### config.mk
export PLATFORM = sky130hd
export DESIGN_NAME = mem_access_unit_flat
export DESIGN_NICKNAME = d
export VERILOG_FILES = /design/src/rtl/mem_access_unit_pkg.sv /design/src/rtl/mem_access_unit_if.sv /design/src/rtl/mem_access_unit_align.sv /design/src/rtl/mem_access_unit.sv /design/src/flat_wrapper.sv
export SDC_FILE = /design/constraint.sdc
export NUM_CORES = 1
export LEC_CHECK = 0
export CAP_MARGIN = 30
export CORE_MARGIN = 3
export CORE_UTILIZATION = 45
export CTS_BUF_LIST = sky130_fd_sc_hd__clkbuf_16
export DETAILED_ROUTE_END_ITERATION = 6
export PLACE_DENSITY = 0.86
export SLEW_MARGIN = 20
export SYNTH_ARGS = -nofsm -noshare
export SYNTH_HDL_FRONTEND = slang
export SYNTH_SLANG_ARGS = --single-unit
### constraint.sdc
create_clock -name clk -period 3 [get_ports clk]
set_input_delay 0.6 -clock clk [delete_from_list [all_inputs] [get_ports clk]]
set_output_delay 0.6 -clock clk [all_outputs]
set_load 0.05 [all_outputs]
### src/rtl/mem_access_unit_pkg.sv
// mem_access_unit_pkg: funct3 codes, FSM states and byte-enable patterns shared by
// the memory-access stage and its alignment helper.
package mem_access_unit_pkg;
    localparam logic [2:0] F3_LB  = 3'b000;
    localparam logic [2:0] F3_LH  = 3'b001;
    localparam logic [2:0] F3_LW  = 3'b010;
    localparam logic [2:0] F3_LBU = 3'b100;
    localparam logic [2:0] F3_LHU = 3'b101;
    localparam logic [2:0] F3_SB  = 3'b000;
    localparam logic [2:0] F3_SH  = 3'b001;
    localparam logic [2:0] F3_SW  = 3'b010;
    localparam logic [3:0] BE_B   = 4'b0001;
    localparam logic [3:0] BE_HLO = 4'b0011;
    localparam logic [3:0] BE_HHI = 4'b1100;
    localparam logic [3:0] BE_W   = 4'b1111;
    typedef enum logic {ST_IDLE = 1'b0, ST_REQ = 1'b1} state_t;
endpackage

### src/rtl/mem_access_unit_if.sv
// mem_access_unit_if: single-outstanding req/ack data-memory port with byte lanes.
interface mem_access_unit_if;
    logic        req;
    logic        we;
    logic [31:0] addr;
    logic [3:0]  be;
    logic [31:0] wdata;
    logic        ack;
    logic [31:0] rdata;
    modport master (output req, we, addr, be, wdata, input ack, rdata);
    modport slave  (input req, we, addr, be, wdata, output ack, rdata);
endinterface

### src/rtl/mem_access_unit_align.sv
// mem_align: combinational byte-lane steering, load extraction and legality/alignment checks.
module mem_align
    import mem_access_unit_pkg::*;
(
    input  logic        is_store,
    input  logic [2:0]  funct3,
    input  logic [1:0]  addr,
    input  logic [31:0] wdata,
    input  logic [31:0] rdata,
    output logic [3:0]  be,
    output logic [31:0] wdata_lane,
    output logic [31:0] rdata_ext,
    output logic        legal,
    output logic        aligned
);
    logic [7:0]  byte_sel;
    logic [15:0] half_sel;
    logic        sext;
    always_comb begin
        legal = is_store ? (funct3 inside {F3_SB, F3_SH, F3_SW})
                         : (funct3 inside {F3_LB, F3_LH, F3_LW, F3_LBU, F3_LHU});
        aligned = funct3[1:0] == 2'b00 || (funct3[1:0] == 2'b01 && !addr[0]) ||
                  (funct3[1:0] == 2'b10 && addr == 2'b00);
        be = funct3[1:0] == 2'b00 ? BE_B << addr :
             funct3[1:0] == 2'b01 ? (addr[1] ? BE_HHI : BE_HLO) : BE_W;
        wdata_lane = funct3[1:0] == 2'b00 ? {4{wdata[7:0]}} :
                     funct3[1:0] == 2'b01 ? {2{wdata[15:0]}} : wdata;
        byte_sel = rdata[{addr, 3'b000} +: 8];
        half_sel = addr[1] ? rdata[31:16] : rdata[15:0];
        sext = !funct3[2];
        rdata_ext = funct3[1:0] == 2'b00 ? {{24{sext & byte_sel[7]}}, byte_sel} :
                    funct3[1:0] == 2'b01 ? {{16{sext & half_sel[15]}}, half_sel} : rdata;
    end
endmodule

### src/rtl/mem_access_unit.sv
// mem_access_unit: pipeline memory-access stage; issues aligned dmem requests,
// extends load data and produces one registered write-back beat per accepted op.
module mem_access_unit
    import mem_access_unit_pkg::*;
#(
    parameter int N    = 32,
    parameter int RD_W = 5
) (
    input  logic            clk,
    input  logic            rst_n,
    input  logic            ex_valid,
    output logic            ex_ready,
    input  logic            ex_is_load,
    input  logic            ex_is_store,
    input  logic [2:0]      ex_funct3,
    input  logic [N-1:0]    ex_result,
    input  logic [N-1:0]    ex_wdata,
    input  logic [RD_W-1:0] ex_rd,
    mem_access_unit_if.master dmem,
    output logic            wb_valid,
    output logic            wb_en,
    output logic [RD_W-1:0] wb_rd,
    output logic [N-1:0]    wb_data,
    output logic            exc_misaligned,
    output logic            exc_illegal,
    output logic [N-1:0]    exc_addr
);
    state_t      state;
    logic        is_ld;
    logic [2:0]  f3_q;
    logic [1:0]  a_q;
    logic        idle;
    logic        al_store;
    logic [2:0]  al_f3;
    logic [1:0]  al_a;
    logic [3:0]  al_be;
    logic [31:0] al_wdata;
    logic [31:0] al_rdata;
    logic        al_legal;
    logic        al_aligned;
    // One aligner serves both phases: ex_* inputs while idle, captured op during REQ.
    always_comb begin
        idle     = state == ST_IDLE;
        ex_ready = idle;
        al_store = idle ? ex_is_store & ~ex_is_load : ~is_ld;
        al_f3    = idle ? ex_funct3 : f3_q;
        al_a     = idle ? ex_result[1:0] : a_q;
    end
    mem_align u_align (
        .is_store  (al_store),
        .funct3    (al_f3),
        .addr      (al_a),
        .wdata     (ex_wdata),
        .rdata     (dmem.rdata),
        .be        (al_be),
        .wdata_lane(al_wdata),
        .rdata_ext (al_rdata),
        .legal     (al_legal),
        .aligned   (al_aligned)
    );
    always_ff @(posedge clk or negedge rst_n) begin
        if (!rst_n) begin
            state          <= ST_IDLE;
            is_ld          <= 1'b0;
            f3_q           <= '0;
            a_q            <= '0;
            dmem.req       <= 1'b0;
            dmem.we        <= 1'b0;
            dmem.addr      <= '0;
            dmem.be        <= '0;
            dmem.wdata     <= '0;
            wb_valid       <= 1'b0;
            wb_en          <= 1'b0;
            wb_rd          <= '0;
            wb_data        <= '0;
            exc_misaligned <= 1'b0;
            exc_illegal    <= 1'b0;
            exc_addr       <= '0;
        end else begin
            wb_valid       <= 1'b0;
            wb_en          <= 1'b0;
            exc_misaligned <= 1'b0;
            exc_illegal    <= 1'b0;
            if (idle) begin
                if (ex_valid) begin
                    wb_rd <= ex_rd;
                    is_ld <= ex_is_load;
                    f3_q  <= ex_funct3;
                    a_q   <= ex_result[1:0];
                    if (!(ex_is_load || ex_is_store)) begin
                        wb_valid <= 1'b1;
                        wb_en    <= ex_rd != '0;
                        wb_data  <= ex_result;
                    end else if (!al_legal || !al_aligned) begin
                        wb_valid       <= 1'b1;
                        exc_illegal    <= !al_legal;
                        exc_misaligned <= al_legal;
                        exc_addr       <= ex_result;
                    end else begin
                        state      <= ST_REQ;
                        dmem.req   <= 1'b1;
                        dmem.we    <= !ex_is_load;
                        dmem.addr  <= {ex_result[31:2], 2'b00};
                        dmem.be    <= al_be;
                        dmem.wdata <= al_wdata;
                    end
                end
            end else if (dmem.ack) begin
                state    <= ST_IDLE;
                dmem.req <= 1'b0;
                wb_valid <= 1'b1;
                wb_en    <= is_ld && wb_rd != '0;
                if (is_ld) wb_data <= al_rdata;
            end
        end
    end
endmodule

### src/flat_wrapper.sv
// flat-port wrapper written by rule: the top's interface ports become plain ports
module mem_access_unit_flat import mem_access_unit_pkg::*;
#(
    parameter int N    = 32,
    parameter int RD_W = 5
)
  (clk, rst_n, ex_valid, ex_ready, ex_is_load, ex_is_store, ex_funct3, ex_result, ex_wdata, ex_rd, wb_valid, wb_en, wb_rd, wb_data, exc_misaligned, exc_illegal, exc_addr, dmem_req, dmem_we, dmem_addr, dmem_be, dmem_wdata, dmem_ack, dmem_rdata);
  mem_access_unit_if dmem_i ();
  input  logic clk;
  input  logic rst_n;
  input  logic ex_valid;
  output logic ex_ready;
  input  logic ex_is_load;
  input  logic ex_is_store;
  input  logic [2:0] ex_funct3;
  input  logic [N-1:0] ex_result;
  input  logic [N-1:0] ex_wdata;
  input  logic [RD_W-1:0] ex_rd;
  output logic wb_valid;
  output logic wb_en;
  output logic [RD_W-1:0] wb_rd;
  output logic [N-1:0] wb_data;
  output logic exc_misaligned;
  output logic exc_illegal;
  output logic [N-1:0] exc_addr;
  output wire logic [$bits(dmem_i.req)-1:0] dmem_req;
  output wire logic [$bits(dmem_i.we)-1:0] dmem_we;
  output wire logic [$bits(dmem_i.addr)-1:0] dmem_addr;
  output wire logic [$bits(dmem_i.be)-1:0] dmem_be;
  output wire logic [$bits(dmem_i.wdata)-1:0] dmem_wdata;
  input wire logic [$bits(dmem_i.ack)-1:0] dmem_ack;
  input wire logic [$bits(dmem_i.rdata)-1:0] dmem_rdata;
  assign dmem_req = dmem_i.req;
  assign dmem_we = dmem_i.we;
  assign dmem_addr = dmem_i.addr;
  assign dmem_be = dmem_i.be;
  assign dmem_wdata = dmem_i.wdata;
  assign dmem_i.ack = dmem_ack;
  assign dmem_i.rdata = dmem_rdata;
  mem_access_unit #(.N(N), .RD_W(RD_W)) u_core (.clk(clk), .rst_n(rst_n), .ex_valid(ex_valid), .ex_ready(ex_ready), .ex_is_load(ex_is_load), .ex_is_store(ex_is_store), .ex_funct3(ex_funct3), .ex_result(ex_result), .ex_wdata(ex_wdata), .ex_rd(ex_rd), .dmem(dmem_i), .wb_valid(wb_valid), .wb_en(wb_en), .wb_rd(wb_rd), .wb_data(wb_data), .exc_misaligned(exc_misaligned), .exc_illegal(exc_illegal), .exc_addr(exc_addr));
endmodule
==> metrics.md, run 1 <==
| Metric | Value |
|---|---|
| Status | `finished clean` |
| RSZ-0062 raised after global routing | `false` |
| Die X | `130 µm` |
| Bufs and invs on worst path | `4` |
| H-tree depth | `4` |
| Initial antenna violation count | `1` |
| Maximum clock path buffer count | `2` |
| Initial Util | `47.0%` |
| Max Cap Viol | `0` |
| HP Class | `input pin to async pin` |
| Post-synth EDFFs | `0` |
| CP Data Required Time | `2.40 ns` |
| HPWL after DPL | `17.0 mm` |
| Clock skew | `0.00684 ns` |
| Cells after Synth | `736` |
| Sequential share of power | `26.6%` |
| Postcts setup bufs | `0` |
| CP peak stage delay | `0.60 ns` |
| Clock tree root driver cell | `clkbuf_16` |
| FP Rows | `44` |
| Core ar. | `14800 µm²` |
| Vias per cell | `5.67` |
| Cell count along the critical path | `4` |
| Clock slew at reported path FFs | `0.07 ns` |
| Synth unique cells | `59` |
| First-pass GRT wire length | `36.4 mm` |
| Slew Limit Fails | `0` |
| Syn_area_per_cell | `9.46 µm²` |
| Final Cycle Share | `90.0%` |
| Vias in the first global route | `6844` |
| Area grow syn2layout | `49.9%` |
| Most frequent cells in the layout | `249 x clkdlybuf4s50_1, 237 x nand2_1, 147 x dfrtp_1` |
| Clock share of power | `17.9%` |
| Synth warn | `0` |
| Cts repair resizes | `0` |
| Worst endpoint data arrival time | `2.10 ns` |
| PortBufs | `251` |
| Setup_tns | `0 ns` |
| Ys async rst share | `100%` |
| Placer Congestion | `0.937` |
| Global route overflow | `0` |
| Total CTS buffers | `17` |
| Die Ht | `130 µm` |
| Worst path top cell family by delay | `buffers and inverters` |
| Minimum clock period | `2.70 ns` |
| Power consumption | `13.1 mW` |
| TritonCTS Sinks | `148` |
| Finished Cell Area | `10400 µm²` |
| Reg2reg path depth | `8` |
| Max Clk Rate | `0.370 GHz` |
| Detail Route Antenna Nets | `0` |
| WL/cell | `20.0 µm` |
| Post-Syn Area | `6960 µm²` |
| Share of layout cells above drive strength 1 | `11.4%` |
| Die area | `17000 µm²` |
| P per Cell Area | `1250 nW/µm²` |
| Ports | `254` |
| Largest net degree at the start of global routing | `60` |
| Main synth FF type | `dfrtp_1` |
| GRT Resource Usage Total | `27.9%` |
| Slew @ Worst Pin | `0.918 ns` |
| Crit start category | `flop` |
| Critical Path End | `ex_ready` |
| Nets | `1100` |
| CP Class | `flop to output port` |
| Worst-path maximum fanout | `43` |
| Maximum VDD drop | `0.792 mV` |
| Worst relative slew slack | `38.8%` |
| Drt first pass iters | `7` |
| Clk_lat worst skew | `0.43 ns` |
| Most common cell after layout, fill and taps aside | `clkdlybuf4s50_1` |
| Sequential share of the synthesized area | `53.2%` |
| CP max-delay cell | `dfrtp_2` |
| DP Area | `9790 µm²` |
| Crit path capture type | `output port` |
| CTS tree | `done` |
| Yosys reg bits | `148` |
| Comb power frac | `55.4%` |
| Final setup vio count | `0` |
| Reg2reg setup slack | `0.41 ns` |
| Drc violations | `0` |
| Final hold violation count | `0` |
| CTS Hold Buffers Added | `0` |
| Worst reg2reg endpoint | `u_core.wb_data[16]` |
| Critical path origin | `u_core.state` |
| Worst Hold Margin | `0.0725 ns` |
| Final wirelength | `23.7 mm` |
| Reg2Reg Launch Point | `u_core.state` |
| Most used cell, CP | `buf_4` |
| Layout fillers | `1051` |
| Sw power | `6.32 mW` |
| Leak | `4.46 nW` |
| Worst path cell trace | `buf_4, inv_1, buf_4, buf_4` |
| Initial DRC Count | `643` |
| Switching share of total power | `48.4%` |
| Int Pwr | `6.75 mW` |
| Via count | `6732` |
==> worst min path at each step <==
stage                               from  cells after the start  slack, ns                   end
CTS                                rst_n                      1       0.08   u_core.dmem.addr[4]
global route                       rst_n                      1       0.09   u_core.dmem.addr[4]
floorplan                          rst_n                      0       0.30         u_core.a_q[0]
global placement     u_core.dmem.addr[3]                      2       0.46   u_core.dmem.addr[3]
finish                             rst_n                      1       0.07    u_core.exc_addr[4]
detailed placement  u_core.dmem.addr[31]                      2       0.46  u_core.dmem.addr[31]
==> registers in the layout, indices dropped and copies added (netlist names) <==
name                   count
u_core.dmem.wdata         32
u_core.exc_addr           32
u_core.wb_data            32
u_core.dmem.addr          30
u_core.wb_rd               5
u_core.dmem.be             4
u_core.f3_q                3
u_core.a_q                 2
u_core.dmem.req            1
u_core.dmem.we             1
u_core.exc_illegal         1
u_core.exc_misaligned      1
u_core.is_ld               1
u_core.state               1
u_core.wb_en               1
u_core.wb_valid            1
==> cells by family after synthesis <==
family,synth area share [%]
AOI/OAI and AO/OA,14.8
DFF,53.2
buffers and inverters,3.34
and+or+nand+nor,20.2
muxes,8.35
other,0.0538
xor gates and xnor gates,0.126
==> cell usage after synthesis, types with 3 or more instances <==
| cell type | instances | area, µm² |
|---|---|---|
| nor3b_1 | 12 | 90.1 |
| a22o_1 | 4 | 35.0 |
| nor3_1 | 9 | 45.0 |
| mux4_2 | 4 | 90.1 |
| a21oi_1 | 42 | 210 |
| mux2_2 | 28 | 315 |
| a41oi_1 | 5 | 43.8 |
| a221oi_1 | 3 | 26.3 |
| dfrtp_1 | 148 | 3700 |
| or3_1 | 21 | 131 |
| o22ai_1 | 3 | 18.8 |
| mux2_1 | 9 | 101 |
| buf_4 | 4 | 30.0 |
| o21ai_0 | 52 | 260 |
| mux2i_1 | 3 | 30.0 |
| nand2_1 | 237 | 890 |
| clkbuf_1 | 34 | 128 |
| buf_2 | 12 | 60.1 |
| nor2b_1 | 5 | 31.3 |
| nor2_1 | 25 | 93.8 |
| a222oi_1 | 8 | 80.1 |
| a31oi_1 | 19 | 119 |
==> per-layer routing <==
layer | vias to the layer above | share of wire (%) | wire length [µm] | track usage [%]
met5 | - | 0 | 0 | 0
li1 | 3075 | - | - | -
met1 | 3223 | 39 | 9310 | 34.8
met4 | 0 | 3.5 | 835 | 13.0
met3 | 67 | 9.2 | 2190 | 8.05
met2 | 367 | 48 | 11400 | 44.9
==> per-stage QoR <==
step / cells / setup WS, ns / utilization, %
2_1_floorplan: 737 / 0.749 / -
3_3_place_gp: 1155 / 0.146 / 66.1
3_5_place_dp: 1155 / 0.0763 / 66.1
4_1_cts: 1187 / 0.290 / 70.5
5_1_grt: 1188 / 0.180 / 70.5
6_report: 1188 / 0.301 / 70.5
==> cell type report <==
class                           instances  area, µm²  area share (%)
Clock inverter                         15        220            2.11
Inverter                                3       11.3           0.108
Antenna cell                            1       2.50          0.0240
Timing Repair Buffer                  285       2800            26.9
Sequential cell                       148       3700            35.5
Tap cell                              184        230            2.20
Clock buffer                           17        425            4.07
Multi-Input combinational cell        535       3040            29.2
==> power by group through the flow <==
stage               combinational [mW]  clock, mW  sequential (mW)
floorplan                         1.48          0             6.56
global placement                  7.15          0             3.45
detailed placement                7.24          0             3.48
CTS                               7.27       2.36             3.47
global route                      7.61       2.44             3.58
finish                            7.25       2.34             3.48
No activity file was read; power rests on OpenSTA's default activity.
==> inputs of run 2 (changes only) <==
SKIP_LAST_GASP = 1   (was unset)
==> results of run 2 <==
No change in the layout: final DEF, timing and power equal those of run 1.
